File: src/rtl/acc_alu_pkg.sv
// Shared types and constants for the registered accumulator ALU.
package acc_alu_pkg;

    typedef enum logic [2:0] {
        OP_ADD = 3'b000,
        OP_SUB = 3'b001,
        OP_AND = 3'b010,
        OP_OR  = 3'b011,
        OP_XOR = 3'b100,
        OP_LD  = 3'b101,
        OP_SHL = 3'b110,
        OP_MUL = 3'b111
    } opcode_e;

    typedef enum logic {
        ST_IDLE    = 1'b0,
        ST_MUL_RUN = 1'b1
    } state_e;

    // Bit positions of the flags inside the packed flag register
    localparam int FLAG_C    = 0;
    localparam int FLAG_V    = 1;
    localparam int FLAG_Z    = 2;
    localparam int FLAG_N    = 3;
    localparam int NUM_FLAGS = 4;

endpackage

File: src/rtl/acc_alu_mul_seq.sv
// Shift-add unsigned multiplier: one partial product per step, low half of
// the product register initially holds the multiplier and shifts out LSB-first.
module acc_alu_mul_seq #(
    parameter int WIDTH = 8,
    parameter int CNT_W = $clog2(WIDTH) + 1
) (
    input  logic                 clk,
    input  logic                 rst_n,
    input  logic                 clr,
    input  logic                 load,
    input  logic                 step,
    input  logic [WIDTH-1:0]     a,
    input  logic [WIDTH-1:0]     b,
    output logic [2*WIDTH-1:0]   prod_next,
    output logic                 last
);

    logic [2*WIDTH-1:0] prod;
    logic [WIDTH-1:0]   mcand;
    logic [CNT_W-1:0]   count;
    logic [WIDTH-1:0]   addend;
    logic [WIDTH:0]     upper_sum;

    // The step result is exposed combinationally so the final step and the commit share one edge
    always_comb begin
        addend    = prod[0] ? mcand : '0;
        upper_sum = {1'b0, prod[2*WIDTH-1:WIDTH]} + {1'b0, addend};
        prod_next = {upper_sum, prod[WIDTH-1:1]};
        last      = (count == CNT_W'(1));
    end

    // Product, multiplicand and iteration counter registers
    always_ff @(posedge clk or negedge rst_n) begin
        if (!rst_n) begin
            prod  <= '0;
            mcand <= '0;
            count <= '0;
        end else if (clr) begin
            prod  <= '0;
            mcand <= '0;
            count <= '0;
        end else if (load) begin
            prod  <= {{WIDTH{1'b0}}, b};
            mcand <= a;
            count <= CNT_W'(WIDTH);
        end else if (step) begin
            prod  <= prod_next;
            count <= count - CNT_W'(1);
        end
    end

endmodule

File: src/rtl/acc_alu_seq.sv
// Registered accumulator ALU with flags, single-cycle add/sub/logic/shift and
// an iterative multiply behind a start/busy/done handshake.
module acc_alu_seq #(
    parameter int WIDTH = 8
) (
    input  logic             clk_in,
    input  logic             rst_n_in,
    input  logic             start_in,
    input  logic [2:0]       control_in,
    input  logic [WIDTH-1:0] b_in,
    input  logic             clr_in,
    output logic [WIDTH-1:0] acc_out,
    output logic             carry_out,
    output logic             overflow_out,
    output logic             zero_out,
    output logic             neg_out,
    output logic             busy_out,
    output logic             done_out
);
    import acc_alu_pkg::*;

    localparam int CNT_W = $clog2(WIDTH) + 1;
    localparam logic [NUM_FLAGS-1:0] CLR_FLAGS = NUM_FLAGS'(1 << FLAG_Z);

    state_e                 state;
    state_e                 next_state;
    opcode_e                op;
    logic [WIDTH-1:0]       acc;
    logic [NUM_FLAGS-1:0]   flags;
    logic                   done;
    logic                   mul_load;
    logic                   mul_step;
    logic                   alu_commit;
    logic                   mul_commit;
    logic [2*WIDTH-1:0]     mul_prod_next;
    logic                   mul_last;
    logic [WIDTH-1:0]       operand;
    logic                   sub_cin;
    logic [WIDTH:0]         add_full;
    logic                   msb_carry_in;
    logic [WIDTH-1:0]       alu_res;
    logic [NUM_FLAGS-1:0]   alu_flags;
    logic [WIDTH-1:0]       mul_res;
    logic [NUM_FLAGS-1:0]   mul_flags;

    assign op = opcode_e'(control_in);

    // Adder shared by ADD and SUB; carry into the MSB recovered from the sum bit
    always_comb begin
        sub_cin      = (op == OP_SUB);
        operand      = sub_cin ? ~b_in : b_in;
        add_full     = {1'b0, acc} + {1'b0, operand} + {{WIDTH{1'b0}}, sub_cin};
        msb_carry_in = add_full[WIDTH-1] ^ acc[WIDTH-1] ^ operand[WIDTH-1];
    end

    // Single-cycle result and flags for every opcode except MUL
    always_comb begin
        alu_res   = '0;
        alu_flags = '0;
        case (op)
            OP_ADD, OP_SUB: begin
                alu_res           = add_full[WIDTH-1:0];
                alu_flags[FLAG_C] = add_full[WIDTH];
                alu_flags[FLAG_V] = msb_carry_in ^ add_full[WIDTH];
            end
            OP_AND: alu_res = acc & b_in;
            OP_OR:  alu_res = acc | b_in;
            OP_XOR: alu_res = acc ^ b_in;
            OP_LD:  alu_res = b_in;
            OP_SHL: begin
                alu_res           = {acc[WIDTH-2:0], 1'b0};
                alu_flags[FLAG_C] = acc[WIDTH-1];
                alu_flags[FLAG_V] = acc[WIDTH-1] ^ acc[WIDTH-2];
            end
            default: alu_res = acc;
        endcase
        alu_flags[FLAG_Z] = (alu_res == '0);
        alu_flags[FLAG_N] = alu_res[WIDTH-1];
    end

    // Multiply commit value: low half kept, C and V flag a lost upper half
    always_comb begin
        mul_res           = mul_prod_next[WIDTH-1:0];
        mul_flags         = '0;
        mul_flags[FLAG_C] = |mul_prod_next[2*WIDTH-1:WIDTH];
        mul_flags[FLAG_V] = |mul_prod_next[2*WIDTH-1:WIDTH];
        mul_flags[FLAG_Z] = (mul_res == '0);
        mul_flags[FLAG_N] = mul_res[WIDTH-1];
    end

    // Next-state and control decode; clear overrides everything and aborts a multiply
    always_comb begin
        next_state = state;
        mul_load   = 1'b0;
        mul_step   = 1'b0;
        alu_commit = 1'b0;
        mul_commit = 1'b0;
        if (clr_in) begin
            next_state = ST_IDLE;
        end else begin
            case (state)
                ST_IDLE: begin
                    if (start_in) begin
                        if (op == OP_MUL) begin
                            mul_load   = 1'b1;
                            next_state = ST_MUL_RUN;
                        end else begin
                            alu_commit = 1'b1;
                        end
                    end
                end
                ST_MUL_RUN: begin
                    mul_step = 1'b1;
                    if (mul_last) begin
                        mul_commit = 1'b1;
                        next_state = ST_IDLE;
                    end
                end
                default: next_state = ST_IDLE;
            endcase
        end
    end

    // FSM state register
    always_ff @(posedge clk_in or negedge rst_n_in) begin
        if (!rst_n_in) state <= ST_IDLE;
        else           state <= next_state;
    end

    // Accumulator, flags and done pulse; only commits or clear change them
    always_ff @(posedge clk_in or negedge rst_n_in) begin
        if (!rst_n_in) begin
            acc   <= '0;
            flags <= '0;
            done  <= 1'b0;
        end else begin
            done <= alu_commit | mul_commit;
            if (clr_in) begin
                acc   <= '0;
                flags <= CLR_FLAGS;
            end else if (alu_commit) begin
                acc   <= alu_res;
                flags <= alu_flags;
            end else if (mul_commit) begin
                acc   <= mul_res;
                flags <= mul_flags;
            end
        end
    end

    acc_alu_mul_seq #(
        .WIDTH (WIDTH),
        .CNT_W (CNT_W)
    ) u_mul (
        .clk       (clk_in),
        .rst_n     (rst_n_in),
        .clr       (clr_in),
        .load      (mul_load),
        .step      (mul_step),
        .a         (acc),
        .b         (b_in),
        .prod_next (mul_prod_next),
        .last      (mul_last)
    );

    assign acc_out      = acc;
    assign carry_out    = flags[FLAG_C];
    assign overflow_out = flags[FLAG_V];
    assign zero_out     = flags[FLAG_Z];
    assign neg_out      = flags[FLAG_N];
    assign busy_out     = (state == ST_MUL_RUN);
    assign done_out     = done;

endmodule

File: config.mk
export PLATFORM = sky130hd
export DESIGN_NAME = acc_alu_seq
export DESIGN_NICKNAME = d
export VERILOG_FILES = /design/src/rtl/acc_alu_pkg.sv /design/src/rtl/acc_alu_mul_seq.sv /design/src/rtl/acc_alu_seq.sv
export SDC_FILE = /design/constraint.sdc
export NUM_CORES = 1
export LEC_CHECK = 0
export BUFFER_PORTS_ARGS = -buffer_cell sky130_fd_sc_hd__buf_4
export CORE_MARGIN = 1
export CORE_UTILIZATION = 32
export CTS_BUF_LIST = sky130_fd_sc_hd__clkbuf_2
export DETAILED_ROUTE_END_ITERATION = 12
export MAX_ROUTING_LAYER = met4
export SETUP_SLACK_MARGIN = 0.2
export SLEW_MARGIN = 20
export SYNTH_ARGS = -nofsm -noshare
export SYNTH_HDL_FRONTEND = slang
export SYNTH_SLANG_ARGS = --single-unit
File: constraint.sdc
create_clock -name clk_in -period 2.78 [get_ports clk_in]
set_input_delay 0.278 -clock clk_in [delete_from_list [all_inputs] [get_ports clk_in]]
set_output_delay 0.278 -clock clk_in [all_outputs]
set_load 0.005 [all_outputs]
======== Yosys cells after proc, flatten, opt, wreduce, memory -nomap -nowiden ========
Cells that the tools add are included.
operators by class
  add/sub/neg operators ................... 4
  equal/unequal tests ..................... 8
  multiplexer cells ....................... 34
  bitwise operators ....................... 10
  reductions and logical operators ........ 8
operators by type and width
  kind                   count
  $mux W8                7
  $mux W16               3
  $pmux W8 S6            1
  $mux W4                6
  $add A8 B8 Y9          2
  $logic_not A8 Y1       2
  $mux W1                15
  $eq A3 B3 Y1 const B   4
  $add A9 B1 Y9          1
  $and A8 B8 Y8          1
  $not A8 Y8             1
  $or A8 B8 Y8           1
  $reduce_or A8 Y1       1
  $xor A8 B8 Y8          1
  $eq A3 B2 Y1 const B   2
  $reduce_bool A3 Y1     2
  $eq A4 B1 Y1 const B   1
  $pmux W2 S2            1
  $sub A4 B1 Y4 const B  1
  $xor A1 B1 Y1          4
  $eq A3 B1 Y1 const B   1
  $logic_not A3 Y1       1
  $pmux W1 S2            1
  $reduce_bool A2 Y1     1
  3 further kinds        3
storage, ports and cells
  bits in registers ....................... 42
  input bits .............................. 15
  output and inout port bits .............. 14

======== Longest topological paths before layout ========
  depth in word-level cells ............... 10
  gate-level depth with buffers ........... 13
  mapped depth without buffers ............ 11

======== Cells and area by module ========
From an unflattened synthesis, not the netlist that was laid out.
second synthesis, totals
  cells, all modules ...................... 411
  area, all modules ....................... 3652.3 sq um
by module, submodules not included
  module           instances  cells an instance  area an instance (sq um)
  acc_alu_seq      1          231                1915.6
  acc_alu_mul_seq  1          180                1736.7

======== Worst setup path before layout ========
No wires, ideal clock.
  kind .................................... input to register
  start point ............................. input port control_in[2]
  end point ............................... register flags[1]
  setup time .............................. 133 ps
  data arrival time ....................... 2732 ps
  required time ........................... 2647 ps
  slack ................................... -85 ps
  stages on the path ...................... 12
  path buffers ............................ 1
  cell sequence ........................... buf_2 > nor2_1 > nand2_2 > xnor2_1 > ha_1 > a31o_2 > a221oi_2 > o21ai_2 > xor2_2 > xnor2_1 > a221oi_1 > o21ai_1
between the ends
  word-level cells in the longest chain between the ends .. 10
  elaborated cells between the ends (all ways) .. 19
  classes of those cells .................. 2 x add/sub; 3 x eq/ne; 8 x mux; 3 x bitwise; 3 x reduce/logical
ends and longest elaborated chain
  what                        line                                  RTL
  start, declared             acc_alu_seq.sv:9                      input logic [2:0] control_in,
  $eq A3 B1 Y1                acc_alu_seq.sv:50, acc_alu_seq.sv:60
  $mux W8                     acc_alu_seq.sv:51                     operand = sub_cin ? ~b_in : b_in;
  $add A8 B8 Y9               acc_alu_seq.sv:52                     add_full = {1'b0, acc} + {1'b0, operand} + {{WIDTH{1'b0}}, sub_cin};
  $add A9 B1 Y9               acc_alu_seq.sv:52
  $xor A1 B1 Y1 (2 in a row)  acc_alu_seq.sv:53                     msb_carry_in = add_full[WIDTH-1] ^ acc[WIDTH-1] ^ operand[WIDTH-1];
  $xor A1 B1 Y1               acc_alu_seq.sv:64                     alu_flags[FLAG_V] = msb_carry_in ^ add_full[WIDTH];
  $pmux W2 S2                 acc_alu_seq.sv:60                     case (op)
  $mux W4                     acc_alu_seq.sv:141                    end else if (alu_commit) begin
  $mux W4                     acc_alu_seq.sv:138                    if (clr_in) begin
  end signal, assigned        acc_alu_seq.sv:143                    flags <= alu_flags;
  end signal, assigned        acc_alu_seq.sv:146                    flags <= mul_flags;
  end, declared               acc_alu_seq.sv:29                     logic [NUM_FLAGS-1:0] flags;
Parallel ways exist; a longest one is shown, timed or not.
A chain may end at the register's enable or synchronous reset.

======== Final worst setup path ========
  start point ............................. register u_mul.prod[0]
  end point ............................... register flags[1]
between the ends
  word-level cells in the longest chain between the ends .. 6
ends and longest elaborated chain
  what                    line                   RTL
  start, declared         acc_alu_mul_seq.sv:18  logic [2*WIDTH-1:0] prod;
  start signal, assigned  acc_alu_mul_seq.sv:43  prod <= {{WIDTH{1'b0}}, b};
  start signal, assigned  acc_alu_mul_seq.sv:47  prod <= prod_next;
  $mux W8                 acc_alu_mul_seq.sv:26  addend = prod[0] ? mcand : '0;
  $add A8 B8 Y9           acc_alu_mul_seq.sv:27  upper_sum = {1'b0, prod[2*WIDTH-1:WIDTH]} + {1'b0, addend};
  $reduce_or A8 Y1        acc_alu_seq.sv:86      mul_flags[FLAG_V] = |mul_prod_next[2*WIDTH-1:WIDTH];
  $mux W4                 acc_alu_seq.sv:144     end else if (mul_commit) begin
  $mux W4                 acc_alu_seq.sv:141
  $mux W4                 acc_alu_seq.sv:138
Every way passes these cells. The select of a mux whose other input is x is not followed.

==> summary.txt <==
Setup path
  – Worst path required time: between 3 and 4 ns
  – Endpoint arrival time on the critical path: 2.90 ns
  – Critical path class: reg2reg
  – Kind of launch point of the worst setup path: flop
  – Launching point of the worst reg2reg path: u_mul.prod[0]
  – Worst Reg-to-Reg Cells: 10
  – CP max stage cell: sky130_fd_sc_hd__dfrtp_1
  – Series of cell instances along the critical path: and2_4, ha_4, fa_2, a21o_1, a21oi_2, a2bb2oi_2, o2bb2ai_2, nand3_2, o41ai_4, o21ai_1
  – Crit Path Max Fanout: 2
  – Minimum setup slack among reg-to-reg paths: 0.20 ns
  – Endpoint type of the worst setup path: flop
  – Biggest cell delay along the critical path: 0.42 ns
  – Endpoint of the worst-slack reg-to-reg timing path: flags[1]

Min path
  – Min-Delay Endpoint: u_mul.prod[4]
  – Launch instance of the worst min-delay path: b_in[4]
  – Class of the worst hold path: in2reg
  – Number of cells on the worst hold path: 3

Synthesis
  – Part of the Yosys area used for sequential elements: 30.17%
  – Xor/xnor cell area share of the yosys netlist: a little under 7%
  – Mux contribution to synthesized area: 1.913%
  – Number of synthesized flops with an enable pin: 0
  – Number of different library cells in the post-synthesis netlist: 63
  – Post-Syn Area per Cell: 8.631 µm²
  – Area share of fa/ha/maj cells after synthesis: about 14%
  – Proportion of register bits with asynchronous set or reset after synthesis: between 90% and 100%
  – Net Count, Synth: 445
  – Cell area after synthesis: approximately 3400 µm²
  – Number of warnings issued by yosys: 0
  – Post-Synth Simple-Gate Area: between 10% and 20%
  – Number of instances in the synthesized netlist: between 300 and 400
  – Dominant combinational cell family by area after synthesis: compound AO/OA/AOI/OAI gates
  – Post-synth top flop: sky130_fd_sc_hd__dfrtp_1
  – Synthesis-stage register bit count: 41
  – Synth Area in Compound Gates: between 20% and 30%

CTS
  – H-Tree Depth: 2
  – CTS tree: built
  – Worst-case clock buffer depth: 2
  – Clock latency reported for the late side of the worst-skew pair: 0.42 ns
  – Clock-pin slew on the worst setup and hold paths: 0.24 ns
  – CTS root buf: sky130_fd_sc_hd__clkbuf_2
  – TritonCTS buffer count: 5
  – Clk sink count: slightly above 40

Route
  – Remaining design rule violation count: 0
  – Detailed router's first-iteration violation count: between 150 and 200
  – 1st-pass router iterations: 5
  – Post-DR wirelength/cell: roughly 16 µm
  – Remaining number of nets flagged by the antenna check after routing: 0
  – Vias per Instance: between 5 and 6
  – Vias: 3007
  – Wirelength, routed: around 9000 µm

Run status
  – Run status: finished clean

Floorplanning
  – Die Span X: 105.1 µm
  – Core outline area: between 10000 and 15000 µm²
  – Row cnt: 37
  – Initial core utilization: between 30 and 40%
  – Number of top-level pins: 29
  – Die Area: 11040 µm²
  – Floorplan die height: around 110 µm

Timing
  – Number of max-slew violations in the final report: 0
  – Final Worst Setup Slack: about 0.20 ns
  – RSZ-0062 raised after global routing: true
  – Total Neg Setup Slack: 0 ns
  – Worst max-slew margin expressed relative to the limit: about half
  – Final setup violating endpoints: 0
  – Slew @ Worst Pin: about 0.72 ns
  – Post-route minimum period: 2.584 ns
  – Period Utilization, post-route: ~93%
  – Clock Skew: between 0.03 and 0.04 ns
  – Final Hold Fails: 0
  – Highest achievable clock rate: roughly 390 MHz

Power and ir drop
  – Maximum vdd ir drop: between 0.00015 and 0.0002 V
  – Net load switching power: ~0.00053 W
  – Clk network pwr share: 23.2%
  – Total Power: 0.001541 W
  – Gate power share: around a third
  – Share of total power consumed by net switching: 34.46%
  – P per Cell Area: between 300 and 400 nW/µm²
  – Sequential power share: a little over two fifths
  – Static Leakage: 1.879 nW
  – Int Pwr: roughly 0.0010 W

Global route
  – Remaining global-route overflow: 0
  – Global-route usage over all layers: ~17%
  – Maximum number of pins on one net before global-route repair: 42
  – Number of antenna violations at the first check in global routing: 0
  – Global-route wire length before repair: ~15000 µm
  – Number of global-route vias before repair: between 2000 and 3000

Cells and area
  – Leading cell type in the layout, fill and taps excluded: sky130_fd_sc_hd__buf_4
  – Layout Cells excl Fill: around 570
  – Layout cell share with drive strength beyond 1: between 20% and 30%
  – Area delta synth->final: 19.68%
  – Antenna diodes: 0
  – Layout Nets: 481
  – Fillers: ~1100
  – Commonest cells after routing, fill and taps aside: 52 x sky130_fd_sc_hd__buf_4, 43 x sky130_fd_sc_hd__nand2_1, 41 x sky130_fd_sc_hd__dfrtp_1

Flow run
  – Max-cap check violation count: 0

Placed design
  – Last weighted congestion value of the routability-driven placer: 0.8713
  – Cell count after placement: between 500 and 600
  – Pre-CTS setup slack: -0.06172 ns
  – Number of I/O port buffers: 28
  – Final HPWL from detailed placement: 6818 µm
-- power groups by stage --
stage | clock network, W | registers (W) | logic (W)
final | 0.000358 | 0.000663 | 0.000519
after CTS | 0.000366 | 0.000665 | 0.000518
after global routing | 0.000386 | 0.000669 | 0.000573
after floorplan | 0 | 0.000670 | 0.000339
after global placement | 0 | 0.000675 | 0.000511
after detailed placement | 0 | 0.000676 | 0.000513
-- synth_stat cells, types with 8 or more instances --
| cell | count | area, µm² |
|---|---|---|
| sky130_fd_sc_hd__and2_1 | 9 | 56.30 |
| sky130_fd_sc_hd__nor2b_1 | 8 | 50.05 |
| sky130_fd_sc_hd__a21oi_1 | 28 | 140.1 |
| sky130_fd_sc_hd__a211oi_1 | 12 | 90.09 |
| sky130_fd_sc_hd__o21ai_0 | 22 | 110.1 |
| sky130_fd_sc_hd__xor2_1 | 8 | 70.07 |
| sky130_fd_sc_hd__a22o_1 | 9 | 78.83 |
| sky130_fd_sc_hd__nor2_1 | 28 | 105.1 |
| sky130_fd_sc_hd__xnor2_1 | 17 | 148.9 |
| sky130_fd_sc_hd__dfrtp_1 | 41 | 1026 |
| sky130_fd_sc_hd__nand2_1 | 43 | 161.4 |
| sky130_fd_sc_hd__clkbuf_1 | 13 | 48.80 |
| sky130_fd_sc_hd__ha_1 | 34 | 425.4 |
| sky130_fd_sc_hd__inv_1 | 23 | 86.33 |
-- through the flow --
stage	util [%]	hold WS, ns	area (µm²)
global placement	37.47	0.2955	3869
CTS	38.63	0.1317	3988
floorplan	-	-0.01759	3452
detailed placement	37.47	0.2951	3869
global route	39.43	0.1027	4070
finish	39.43	0.1281	4070
-- layout make-up --
class,count,area (µm²),share of cell area (%)
inverters,23,86.33,2.121
repair buffers,53,400.4,9.837
clock buffers,5,25.02,0.6148
well taps,136,170.2,4.181
clock inverters,3,41.29,1.014
multi-input cells,306,2321,57.02
flip-flops and latches,41,1026,25.21
-- registers in the layout, summed over array words and instances, names as in the netlist --
| signal | flops |
|---|---|
| u_mul.prod | 16 |
| acc_out | 8 |
| u_mul.mcand | 8 |
| u_mul.count | 4 |
| flags | 3 |
| busy_out | 1 |
| done_out | 1 |
-- repair_timing --
item / CTS / global route
gates resized for setup: 7 / 9
setup endpoints to repair: 2 / 2
hold buffers: 1 / 0
setup buffers: 1 / 4
pin swaps: 4 / 11
hold endpoints to repair: 41 / 0
-- kinds of logic after synthesis --
family,Yosys count
adders and majority gates,36
DFF,41
AOI/OAI and AO/OA,120
and+or+nand+nor,119
muxes,5
buffers and inverters,47
xor gates and xnor gates,26
-- per-layer routing --
layer / wire length, µm / global-route usage, %
met5: 0 / -
met3: 334 / 2.495
met1: 4377 / 23.93
met2: 4272 / 27.29
met4: 19 / 2.414
-- worst max-delay path by stage --
stage | from | to | slack (ns) | cells after the start
2_1_floorplan | control_in[2] | flags[1] | 0.20 | 12
3_3_place_gp | u_mul.mcand[0] | flags[0] | 0.05 | 10
3_5_place_dp | u_mul.mcand[0] | flags[0] | -0.06 | 10
4_1_cts | u_mul.mcand[0] | flags[1] | 0.20 | 10
5_1_grt | u_mul.prod[0] | flags[0] | 0.05 | 10
6_report | u_mul.prod[0] | flags[1] | 0.20 | 10
-- critical path, delay by kind of cell, from the launching register on --
family                     cells  cell delay (ns)
DFF                            1             0.42
AOI/OAI and AO/OA              6             1.26
adders and majority gates      2             0.55
and+or+nand+nor                2             0.29
Power figures use the tool's default switching activity.
